$ cat src/rtl/mem_io_pkg.sv
// Shared definitions for the memory/IO sequencer: state encoding, IO address match,
// and default timing parameters.
package mem_io_pkg;

    typedef enum logic [2:0] {
        StIdle   = 3'd0,
        StRdWait = 3'd1,
        StIoWait = 3'd2,
        StResp   = 3'd3,
        StUpg    = 3'd4
    } state_e;

    // An address decodes to IO space when its low 22 bits are all ones.
    localparam logic [31:0] IO_ADDR_MASK = 32'h003F_FFFF;

    localparam int unsigned DEF_RAM_LAT    = 1;
    localparam int unsigned DEF_IO_TIMEOUT = 255;

endpackage

$ cat src/rtl/mem_io_sequencer_io_watchdog.sv
// Loadable down-counter that flags expiry while an IO handshake is outstanding.
// Only instantiated when MEM_IO_SEQ_IO_TIMEOUT_EN is defined.
module io_watchdog #(
    parameter int unsigned WIDTH = 16
) (
    input  logic             clk,
    input  logic             rst,
    input  logic             load,
    input  logic [WIDTH-1:0] load_val,
    input  logic             run,
    output logic             expire
);

    logic [WIDTH-1:0] cnt_q;

    always_ff @(posedge clk) begin
        if (rst) begin
            cnt_q <= '0;
        end else if (load) begin
            cnt_q <= load_val;
        end else if (run && (cnt_q != '0)) begin
            cnt_q <= cnt_q - 1'b1;
        end
    end

    // The issue cycle counts as the first wait cycle, hence the <= 1 threshold.
    assign expire = run && (cnt_q <= WIDTH'(1));

endmodule

$ cat src/rtl/mem_io_sequencer.sv
// Load/store sequencer between CPU decode and BRAM / IO bus / UART loader.
// Optional IO timeout watchdog enabled by defining MEM_IO_SEQ_IO_TIMEOUT_EN.
module mem_io_sequencer
    import mem_io_pkg::*;
#(
    parameter int unsigned ADDR_W     = 14,
    parameter int unsigned RAM_LAT    = DEF_RAM_LAT,
    parameter int unsigned IO_TIMEOUT = DEF_IO_TIMEOUT
) (
    input  logic              clk,
    input  logic              rst,
    input  logic              mem_read,
    input  logic              mem_write,
    input  logic              io_read,
    input  logic              io_write,
    input  logic [31:0]       addr,
    input  logic [31:0]       wdata,
    output logic [31:0]       cpu_rdata,
    output logic              stall,
    output logic              ram_en,
    output logic              ram_we,
    output logic [ADDR_W-1:0] ram_addr,
    output logic [31:0]       ram_wdata,
    input  logic [31:0]       ram_rdata,
    output logic              io_req,
    output logic              io_we,
    output logic [31:0]       io_wdata,
    input  logic [31:0]       io_rdata,
    input  logic              io_ack,
    input  logic              upg_active,
    input  logic              upg_valid,
    input  logic [ADDR_W-1:0] upg_addr,
    input  logic [31:0]       upg_data,
    output logic              upg_ready,
    output logic              io_timeout
);

    state_e      state_q, state_d;
    logic [1:0]  lat_q, lat_d;
    logic        io_we_q, io_we_d;
    logic [31:0] io_wdata_q, io_wdata_d;
    logic [31:0] rdata_q, rdata_d;
    logic        wd_load, wd_expire, tmo_set;

    always_ff @(posedge clk) begin
        if (rst) begin
            state_q    <= StIdle;
            lat_q      <= '0;
            io_we_q    <= 1'b0;
            io_wdata_q <= '0;
            rdata_q    <= '0;
        end else begin
            state_q    <= state_d;
            lat_q      <= lat_d;
            io_we_q    <= io_we_d;
            io_wdata_q <= io_wdata_d;
            rdata_q    <= rdata_d;
        end
    end

    always_comb begin
        state_d    = state_q;
        lat_d      = lat_q;
        io_we_d    = io_we_q;
        io_wdata_d = io_wdata_q;
        rdata_d    = rdata_q;
        stall      = 1'b0;
        ram_en     = 1'b0;
        ram_we     = 1'b0;
        ram_addr   = '0;
        ram_wdata  = '0;
        io_req     = 1'b0;
        io_we      = 1'b0;
        io_wdata   = '0;
        upg_ready  = 1'b0;
        wd_load    = 1'b0;
        tmo_set    = 1'b0;

        unique case (state_q)
            StIdle: begin
                if (upg_active) begin
                    stall   = 1'b1;
                    state_d = StUpg;
                end else if (io_write || io_read) begin
                    io_req     = 1'b1;
                    stall      = 1'b1;
                    io_we      = io_write;
                    io_wdata   = wdata;
                    io_we_d    = io_write;
                    io_wdata_d = wdata;
                    // Same-cycle ack skips the wait state entirely.
                    if (io_ack) begin
                        if (!io_write) rdata_d = io_rdata;
                        state_d = StResp;
                    end else begin
                        wd_load = 1'b1;
                        state_d = StIoWait;
                    end
                end else if (mem_write) begin
                    ram_en    = 1'b1;
                    ram_we    = 1'b1;
                    ram_addr  = addr[ADDR_W+1:2];
                    ram_wdata = wdata;
                end else if (mem_read) begin
                    ram_en   = 1'b1;
                    ram_addr = addr[ADDR_W+1:2];
                    stall    = 1'b1;
                    lat_d    = 2'd1;
                    state_d  = StRdWait;
                end
            end
            StRdWait: begin
                stall = 1'b1;
                if (lat_q == 2'(RAM_LAT)) begin
                    rdata_d = ram_rdata;
                    state_d = StResp;
                end else begin
                    lat_d = lat_q + 2'd1;
                end
            end
            StIoWait: begin
                io_req   = 1'b1;
                stall    = 1'b1;
                io_we    = io_we_q;
                io_wdata = io_wdata_q;
                if (io_ack) begin
                    if (!io_we_q) rdata_d = io_rdata;
                    state_d = StResp;
                end else if (wd_expire) begin
                    if (!io_we_q) rdata_d = '0;
                    tmo_set = 1'b1;
                    state_d = StResp;
                end
            end
            StResp: begin
                lat_d   = '0;
                state_d = StIdle;
            end
            StUpg: begin
                stall     = 1'b1;
                upg_ready = 1'b1;
                if (upg_valid) begin
                    ram_en    = 1'b1;
                    ram_we    = 1'b1;
                    ram_addr  = upg_addr;
                    ram_wdata = upg_data;
                end
                if (!upg_active) state_d = StIdle;
            end
            default: state_d = StIdle;
        endcase

        // Reset silences every strobe in the cycle it is applied.
        if (rst) begin
            stall     = 1'b0;
            ram_en    = 1'b0;
            ram_we    = 1'b0;
            ram_addr  = '0;
            ram_wdata = '0;
            io_req    = 1'b0;
            io_we     = 1'b0;
            io_wdata  = '0;
            upg_ready = 1'b0;
        end
    end

    assign cpu_rdata = rdata_q;

`ifdef MEM_IO_SEQ_IO_TIMEOUT_EN
    logic tmo_q;

    io_watchdog #(
        .WIDTH(16)
    ) u_io_watchdog (
        .clk      (clk),
        .rst      (rst),
        .load     (wd_load),
        .load_val (16'(IO_TIMEOUT - 1)),
        .run      (state_q == StIoWait),
        .expire   (wd_expire)
    );

    always_ff @(posedge clk) begin
        if (rst) begin
            tmo_q <= 1'b0;
        end else if (tmo_set) begin
            tmo_q <= 1'b1;
        end
    end

    assign io_timeout = tmo_q;

    logic unused_sig;
    assign unused_sig = ^{addr[31:ADDR_W+2], addr[1:0]};
`else
    assign wd_expire  = 1'b0;
    assign io_timeout = 1'b0;

    logic unused_sig;
    assign unused_sig = ^{addr[31:ADDR_W+2], addr[1:0], wd_load, tmo_set, 16'(IO_TIMEOUT)};
`endif

endmodule
$ cat config.mk
export PLATFORM = sky130hd
export DESIGN_NAME = mem_io_sequencer
export DESIGN_NICKNAME = d
export VERILOG_FILES = /design/src/rtl/mem_io_pkg.sv /design/src/rtl/mem_io_sequencer_io_watchdog.sv /design/src/rtl/mem_io_sequencer.sv
export SDC_FILE = /design/constraint.sdc
export NUM_CORES = 1
export LEC_CHECK = 0
export CAP_MARGIN = 20
export CORE_AREA = 2 2 117 119
export CTS_BUF_LIST = sky130_fd_sc_hd__clkbuf_4 sky130_fd_sc_hd__clkbuf_8
export DETAILED_ROUTE_END_ITERATION = 10
export DIE_AREA = 0 0 119 121
export PLACE_DENSITY = 0.79
export SLEW_MARGIN = 15
export SYNTH_ARGS = -nofsm -noshare
export SYNTH_HDL_FRONTEND = slang
export SYNTH_SLANG_ARGS = --single-unit
export TNS_END_PERCENT = 100
$ cat constraint.sdc
create_clock -name clk -period 3.1 [get_ports clk]
set_input_delay 0.62 -clock clk [delete_from_list [all_inputs] [get_ports clk]]
set_output_delay 0.62 -clock clk [all_outputs]
set_load 0.05 [all_outputs]
==> results.py, run 1 <==
metrics = {
    "status": {
        "outcome": "complete, no violations",
    },
    "placement": {
        "place.gp.congestion": 0.7886,
        "pre_cts_slack_ps": 39.57,
        "io_buffers": 280,
        "hpwlAfterDp_um": 11790,
    },
    "worst_setup_path": {
        "worstPathRequired_ps": 2480,
        "critical_path_arrival_ps": 2430,
        "crit_type": "in -> out",
        "start_kind": "primary input",
        "timing.reg2reg.worst_path_depth": 5,
        "largest_driver_fanout_on_the_critical_path": 15,
        "end_kind": "output port",
    },
    "floorplan": {
        "placement_rows": 42,
        "floorplan.io_pins": 300,
        "die_area_um2": 14400,
        "initial_utilization": 0.3220,
        "chipWidth_um": 119,
        "die_height_um": 121,
        "coreArea_um2": 13090,
    },
    "final_layout": {
        "layout-drive-gt1-share": 0.2082,
        "nNetsFinal": 986,
        "antennaDiodeCount": 0,
        "synthesis_to_layout_area_growth_pct": 92.66,
    },
    "clocking": {
        "clock_tree.htree_level_count": 3,
        "cts_tree": "yes",
        "worst_skew_pair.late_latency_ps": 340,
        "clockBufferDepth": 2,
        "tritoncts.num_buffers": 9,
        "cts-hold-fix-buffers": 0,
        "cts_sinks": 70,
        "root_buffer": "sky130_fd_sc_hd__clkbuf_8",
        "clk_pin_slew_ps": 70,
    },
    "global_routing": {
        "grt_overflow_total": 0,
        "grt_use_total": 0.2174,
        "first_global_vias": 4942,
        "grt_antenna_before_repair": 0,
        "wire_length_of_the_first_global_routing_pass_um": 25250,
        "grt_max_degree": 50,
    },
    "synthesis": {
        "postSynthRegisterBits": 70,
        "yosys.cell_types.count": 42,
        "most_common_flop_cell_mapped_by_yosys": "sky130_fd_sc_hd__dfxtp_1",
        "post_synth_inst_count": 541,
        "synth_edf_count": 0,
        "synth_nets": 725,
        "postSynth.asyncResetShare": 0,
        "synthesis.yosys.warnings": 0,
        "synthesis.area_um2": 4213,
        "syn_area_per_cell_um2": 7.787,
        "synth_sequential_area_ratio": 0.3326,
    },
    "timing": {
        "worst_slew_margin_rel": 0.5550,
        "pin_slew_with_the_least_headroom_to_its_limit_ps": 667.5,
        "layout_worst_path_cycle_share": 0.9827,
        "final_critical_path_setup_slack_ps": 53.49,
        "finalSetupTns_ps": 0,
        "fmax_mhz": 328.2,
        "timing.final.max_slew_violations": 0,
        "finalWorstPathRequiredPeriod_ps": 3047,
        "hold_viol_final": 0,
        "setup_violations": 0,
        "finalClockSkew_ps": 7.735,
    },
    "route": {
        "postRouteAntennaNets": 0,
        "vias": 4934,
        "route.detailed.drc": 0,
        "drt_pass1_iterations": 4,
        "wl_per_cell_um": 16.09,
        "detail_route.iter0.violations": 302,
        "detail_route.wirelength_um": 15820,
        "avgViaCountPerCell": 5.019,
    },
    "pwr": {
        "power_density_nw_per_um2": 783.0,
        "vdd_drop_max_mv": 0.3182,
        "power.static_leakage_nw": 2.821,
    },
    "worst_hold_path": {
        "timing.hold.worst_path_depth": 2,
        "worstHoldPathType": "reg -> reg",
    },
    "run": {
        "drv.max_cap_violation_count": 0,
    },
}
[placed cells by master (no fill, tap or decap), types with 2 or more instances in the layout]
cell and instances:
sky130_fd_sc_hd__nor3b_1 2, sky130_fd_sc_hd__clkdlybuf4s50_1 195, sky130_fd_sc_hd__buf_4 28, sky130_fd_sc_hd__nor2_1 58, sky130_fd_sc_hd__clkbuf_8 11, sky130_fd_sc_hd__nor3_1 2
sky130_fd_sc_hd__nand3_1 2, sky130_fd_sc_hd__nand2_1 104, sky130_fd_sc_hd__nand2b_1 2, sky130_fd_sc_hd__inv_1 7, sky130_fd_sc_hd__a22oi_1 46, sky130_fd_sc_hd__nor2_2 2
sky130_fd_sc_hd__buf_12 72, sky130_fd_sc_hd__a211oi_2 30, sky130_fd_sc_hd__a21oi_1 99, sky130_fd_sc_hd__nor3_4 4, sky130_fd_sc_hd__dfxtp_1 70, sky130_fd_sc_hd__or3_4 2
sky130_fd_sc_hd__o21ai_0 4, sky130_fd_sc_hd__a221oi_1 2, sky130_fd_sc_hd__buf_6 5, sky130_fd_sc_hd__a211oi_1 2, sky130_fd_sc_hd__mux2i_1 32, sky130_fd_sc_hd__bufinv_16 3
[cell families after synthesis]
family          count (synthesis)  synth area share
mux                            32           0.07603
flops                          70            0.3326
fa+ha+maj                       2          0.005346
compound gates                189            0.3166
other cells                     1         0.0008901
simple gates                  189            0.1942
buf+inv                        58           0.07425
[flip-flops by register name, summed over array words and instances (netlist names)]
| register | cells |
|---|---|
| lat_q | 2 |
| io_wdata_q | 32 |
| state_q | 3 |
| io_we_q | 1 |
| cpu_rdata | 32 |
[through the flow]
step	area [um^2]	utilization	hold WS, ps	total power [mW]	instances
after floorplan	4213	-	436.6	4.120	541
after global placement	7807	0.5967	441.7	5.349	966
after detailed placement	7835	0.5988	448.3	5.464	967
after CTS	8090	0.6183	459.8	6.417	983
after global routing	8117	0.6203	479.7	6.728	983
final	8117	0.6203	455.3	6.355	983
[layout make-up]
cell class                      instances  area (um^2)
Clock buffer                           11        151.4
Clock inverter                          5        103.9
Fill cell                            1084         4969
Inverter                                7        26.28
Multi-Input combinational cell        413         2526
Sequential cell                        70         1401
Tap cell                              176        220.2
Timing Repair Buffer                  301         3687
[worst paths after layout]
check	endpoint	from	slack, ps
setup / recovery	ram_addr[9]	io_write	50
hold / removal	io_wdata_q[5]	io_wdata_q[5]	460
setup reg to reg	cpu_rdata[1]	state_q[0]	920
hold reg to reg	io_wdata_q[5]	io_wdata_q[5]	460
[cell usage after synthesis (all sizes together), types with 5 or more instances]
cell	number	area (um^2)
dfxtp	70	1401
o21ai	5	25.02
nor2	61	231.5
nand2	104	390.4
nor3	6	68.82
mux2i	32	320.3
a21oi	99	495.5
clkbuf	26	97.59
a211oi	32	390.4
inv	7	26.28
a22oi	46	345.3
buf	25	188.9
[routing by layer]
| metal | GRT usage | up-vias | share of wire | routed length, um |
|---|---|---|---|---|
| met2 | 0.3904 | 205 | 0.50 | 7860 |
| li1 | - | 2435 | - | - |
| met4 | 0.05357 | 0 | 0.013 | 203 |
| met1 | 0.2475 | 2279 | 0.40 | 6366 |
| met5 | 0 | - | 0 | 0 |
| met3 | 0.07331 | 15 | 0.088 | 1389 |
[critical path, stage by stage]
cell	delay, ps
sky130_fd_sc_hd__clkdlybuf4s50_1	460
sky130_fd_sc_hd__or3_4	430
sky130_fd_sc_hd__buf_4	160
sky130_fd_sc_hd__nor3_4	190
sky130_fd_sc_hd__buf_12	160
sky130_fd_sc_hd__a22oi_1	70
sky130_fd_sc_hd__nor2_1	150
sky130_fd_sc_hd__buf_6	190
[repair_timing]
item	4_1_cts	5_1_grt
setup buffers	0	0
endpoints found under the setup margin	0	19
resized for setup	0	7
[power breakdown]
part           switching (mW)  internal, mW  leakage [nW]  total [mW]
Sequential              0.194          1.21         0.574        1.40
Clock                   0.350         0.580         0.130       0.931
Combinational            2.47          1.55          2.12        4.02
Power figures use the tool's default switching activity.
==> run 2, diff against run 1 <==
--- a/config.mk
+++ b/config.mk
@@ -7,9 +7,11 @@
 export LEC_CHECK = 0
 export CAP_MARGIN = 20
-export CORE_AREA = 2 2 117 119
+export CORE_ASPECT_RATIO = 0.9
+export CORE_MARGIN = 1
+export CORE_UTILIZATION = 30
 export CTS_BUF_LIST = sky130_fd_sc_hd__clkbuf_4 sky130_fd_sc_hd__clkbuf_8
 export DETAILED_ROUTE_END_ITERATION = 10
-export DIE_AREA = 0 0 119 121
-export PLACE_DENSITY = 0.79
+export PLACE_DENSITY = 0.75
+export RECOVER_POWER = 50
 export SLEW_MARGIN = 15
 export SYNTH_ARGS = -nofsm -noshare
==> constraint.sdc (replaced) <==
create_clock -name clk -period 3.1 [get_ports clk]
set_input_delay 0.62 -clock clk [delete_from_list [all_inputs] [get_ports clk]]
set_output_delay 0.62 -clock clk [all_outputs]
set_load 0.01 [all_outputs]
==> run 2 against run 1 <==
Effect of this change:
- routed wire length is 3.6% lower
- first-iteration DRC count down 45%
- die area increased by 0.85%
- sequential power shrank 3%
- clock-buffer cell count down 1
- clock power down 11%
- non-clock buffer count grew 24
- total power down 22%
- global-route usage fell by 1.2 points
- combinational power shrank 31%
- highest routed layer unchanged
- critical path depth did not move
==> results.py, run 2 (same netlist as run 1, synthesis figures left out) <==
metrics = {
    "global_routing": {
        "first_global_vias": 4697,
        "wire_length_of_the_first_global_routing_pass_um": 23610,
        "grt_antenna_before_repair": 0,
        "grt_overflow_total": 0,
        "grt_use_total": 0.2058,
        "grt_max_degree": 52,
    },
    "timing": {
        "finalClockSkew_ps": 11.08,
        "hold_viol_final": 0,
        "pin_slew_with_the_least_headroom_to_its_limit_ps": 1224,
        "layout_worst_path_cycle_share": 0.9747,
        "fmax_mhz": 331.0,
        "timing.final.max_slew_violations": 0,
        "worst_slew_margin_rel": 0.1842,
        "finalWorstPathRequiredPeriod_ps": 3022,
        "setup_violations": 0,
    },
    "worst_setup_path": {
        "end_kind": "output port",
        "timing.reg2reg.worst_path_depth": 6,
        "r2r-start": "state_q[1]",
        "family_with_the_most_delay_on_the_worst_path": "buffers and inverters",
        "endpoint_of_the_lowest_slack_register_to_register_path": "cpu_rdata[2]",
        "crit_path_largest_cell_delay_ps": 440,
        "timing.critical_path.cells": "clkdlybuf4s50_1, or3_4, nor3_4, buf_4, buf_12, a22oi_1, nor2_1, clkbuf_2",
        "critPathBufInv": 4,
        "minimum_setup_slack_among_reg_to_reg_paths_ps": 1050,
        "start_kind": "primary input",
        "crit_type": "in -> out",
        "largest_driver_fanout_on_the_critical_path": 25,
        "critical_path_arrival_ps": 2400,
        "timing.critical_path.slowest_stage_cell": "sky130_fd_sc_hd__or3_4",
        "worstPathRequired_ps": 2480,
    },
    "pwr": {
        "vdd_drop_max_mv": 0.3818,
        "netSwitchingPower_mw": 2.009,
        "power.static_leakage_nw": 3.033,
        "switching_share": 0.4030,
        "p_int_mw": 2.976,
        "combinational_share_of_power": 0.560,
        "power_density_nw_per_um2": 679.2,
        "share_clk_of_total_power": 0.166,
        "power.sequential.fraction": 0.273,
    },
    "floorplan": {
        "chipWidth_um": 126.9,
        "die_height_um": 114.4,
        "coreArea_um2": 13510,
        "initial_utilization": 0.3118,
        "die_area_um2": 14520,
        "placement_rows": 40,
        "floorplan.io_pins": 300,
    },
    "route": {
        "drt_pass1_iterations": 5,
        "avgViaCountPerCell": 4.999,
        "detail_route.wirelength_um": 15260,
        "route.detailed.drc": 0,
        "detail_route.iter0.violations": 165,
        "postRouteAntennaNets": 0,
        "vias": 4994,
        "wl_per_cell_um": 15.27,
    },
    "final_layout": {
        "antennaDiodeCount": 0,
        "multi_input_area_um2": 2417,
        "non_filler_cell_area_final_um2": 7340,
        "layout-drive-gt1-share": 0.1312,
        "mostFrequentLayoutCell": "sky130_fd_sc_hd__clkdlybuf4s50_1",
        "most-common-layout-cells": "164 x sky130_fd_sc_hd__clkdlybuf4s50_1, 103 x sky130_fd_sc_hd__nand2_1, 99 x sky130_fd_sc_hd__a21oi_1, 70 x sky130_fd_sc_hd__dfxtp_1, 59 x sky130_fd_sc_hd__nor2_1",
        "nNetsFinal": 1010,
        "final-seq-area_um2": 1401,
        "synthesis_to_layout_area_growth_pct": 74.22,
        "layout.filler_cells": 1307,
        "final_core_util": 0.5431,
    },
    "worst_hold_path": {
        "timing.hold.worst_path_depth": 2,
        "min_from": "io_wdata_q[9]",
        "min_delay_worst_endpoint": "io_wdata_q[9]",
        "worstHoldPathType": "reg -> reg",
    },
    "clocking": {
        "root_buffer": "sky130_fd_sc_hd__clkbuf_8",
        "cts_sinks": 70,
        "clockBufferDepth": 2,
        "cts-hold-fix-buffers": 0,
        "cts_tree": "yes",
        "worst_skew_pair.late_latency_ps": 360,
        "clk_pin_slew_ps": 60,
        "clock_tree.htree_level_count": 3,
        "tritoncts.num_buffers": 9,
    },
    "placement": {
        "io_buffers": 280,
        "place.gp.congestion": 0.8209,
        "hpwlAfterDp_um": 10830,
        "placed_area_um2": 7347,
    },
    "run": {
        "drv.max_cap_violation_count": 0,
    },
    "status": {
        "outcome": "complete, no violations",
    },
}
==> run 2: cell count changes in the layout (fill, tap and decap cells not counted), sizes merged, moves of 9 or more <==
cell,before,now
dlymetal6s2s,0,9
dlygate4sd3,0,32
buf,106,41
dlygate4sd2,0,49
clkdlybuf4s50,195,164
clkbuf,11,39
==> run 2: final cells by class <==
class                      count  share of cell area
multi-input combinational    413              0.3294
clock buffer                  10             0.01790
inverter                       7            0.003580
sequential                    70              0.1909
tap                          168             0.02864
timing repair buffer         325              0.4178
clock inverter                 6             0.01176
==> run 2: routing by layer <==
| metal | up-vias | track usage | part of all wire |
|---|---|---|---|
| met1 | 2283 | 0.2397 | 0.43 |
| met5 | - | 0 | 0 |
| met3 | 11 | 0.07897 | 0.091 |
| met2 | 210 | 0.3582 | 0.47 |
| met4 | 0 | 0.04444 | 0.0087 |
| li1 | 2490 | - | - |
==> run 2: worst register-to-register path, cell delays in order (launching register included) <==
cell	delay, ps
sky130_fd_sc_hd__dfxtp_1	330
sky130_fd_sc_hd__buf_4	170
sky130_fd_sc_hd__or4b_4	550
sky130_fd_sc_hd__o221ai_4	180
sky130_fd_sc_hd__buf_4	350
sky130_fd_sc_hd__a21oi_1	120
sky130_fd_sc_hd__a211oi_1	240
==> run 2: worst max-delay path by stage <==
stage	startpoint	end	slack, ps	cells after the start
after floorplan	io_write	ram_addr[10]	670	5
after global placement	io_write	ram_wdata[21]	-260	7
after detailed placement	io_write	ram_wdata[21]	-270	7
after CTS	io_write	ram_wdata[7]	-120	7
after global routing	io_read	ram_wdata[21]	-10	8
final	io_read	ram_wdata[2]	80	8
==> run 2: timing repair <==
| item | CTS | global route |
|---|---|---|
| pin swaps | 0 | 2 |
| endpoints found under the setup margin | 71 | 10 |
| gates resized for setup | 77 | 59 |
| buffers inserted | 1 | 1 |
| gates cloned | 1 | 0 |
==> run 2: power by group through the flow <==
stage	logic, mW	registers, mW	clock network (mW)
2_1_floorplan	1.75	1.47	0
3_3_place_gp	3.01	1.38	0
3_5_place_dp	3.04	1.39	0
4_1_cts	3.04	1.37	0.854
5_1_grt	3.04	1.40	0.887
6_report	2.79	1.36	0.829
==> run 2: stage by stage <==
step / instances / hold slack [ps] / power (mW) / setup slack [ps] / TNS [ps]
CTS: 998 / 457.6 / 5.270 / -118.4 / -754.6
finish: 999 / 457.3 / 4.985 / 78.46 / 0
floorplan: 541 / 436.6 / 3.221 / 673.3 / 0
global placement: 980 / 442.1 / 4.392 / -259.9 / -8762
detailed placement: 980 / 447.5 / 4.428 / -268.1 / -9531
global route: 999 / 477.7 / 5.332 / -11.86 / -11.86
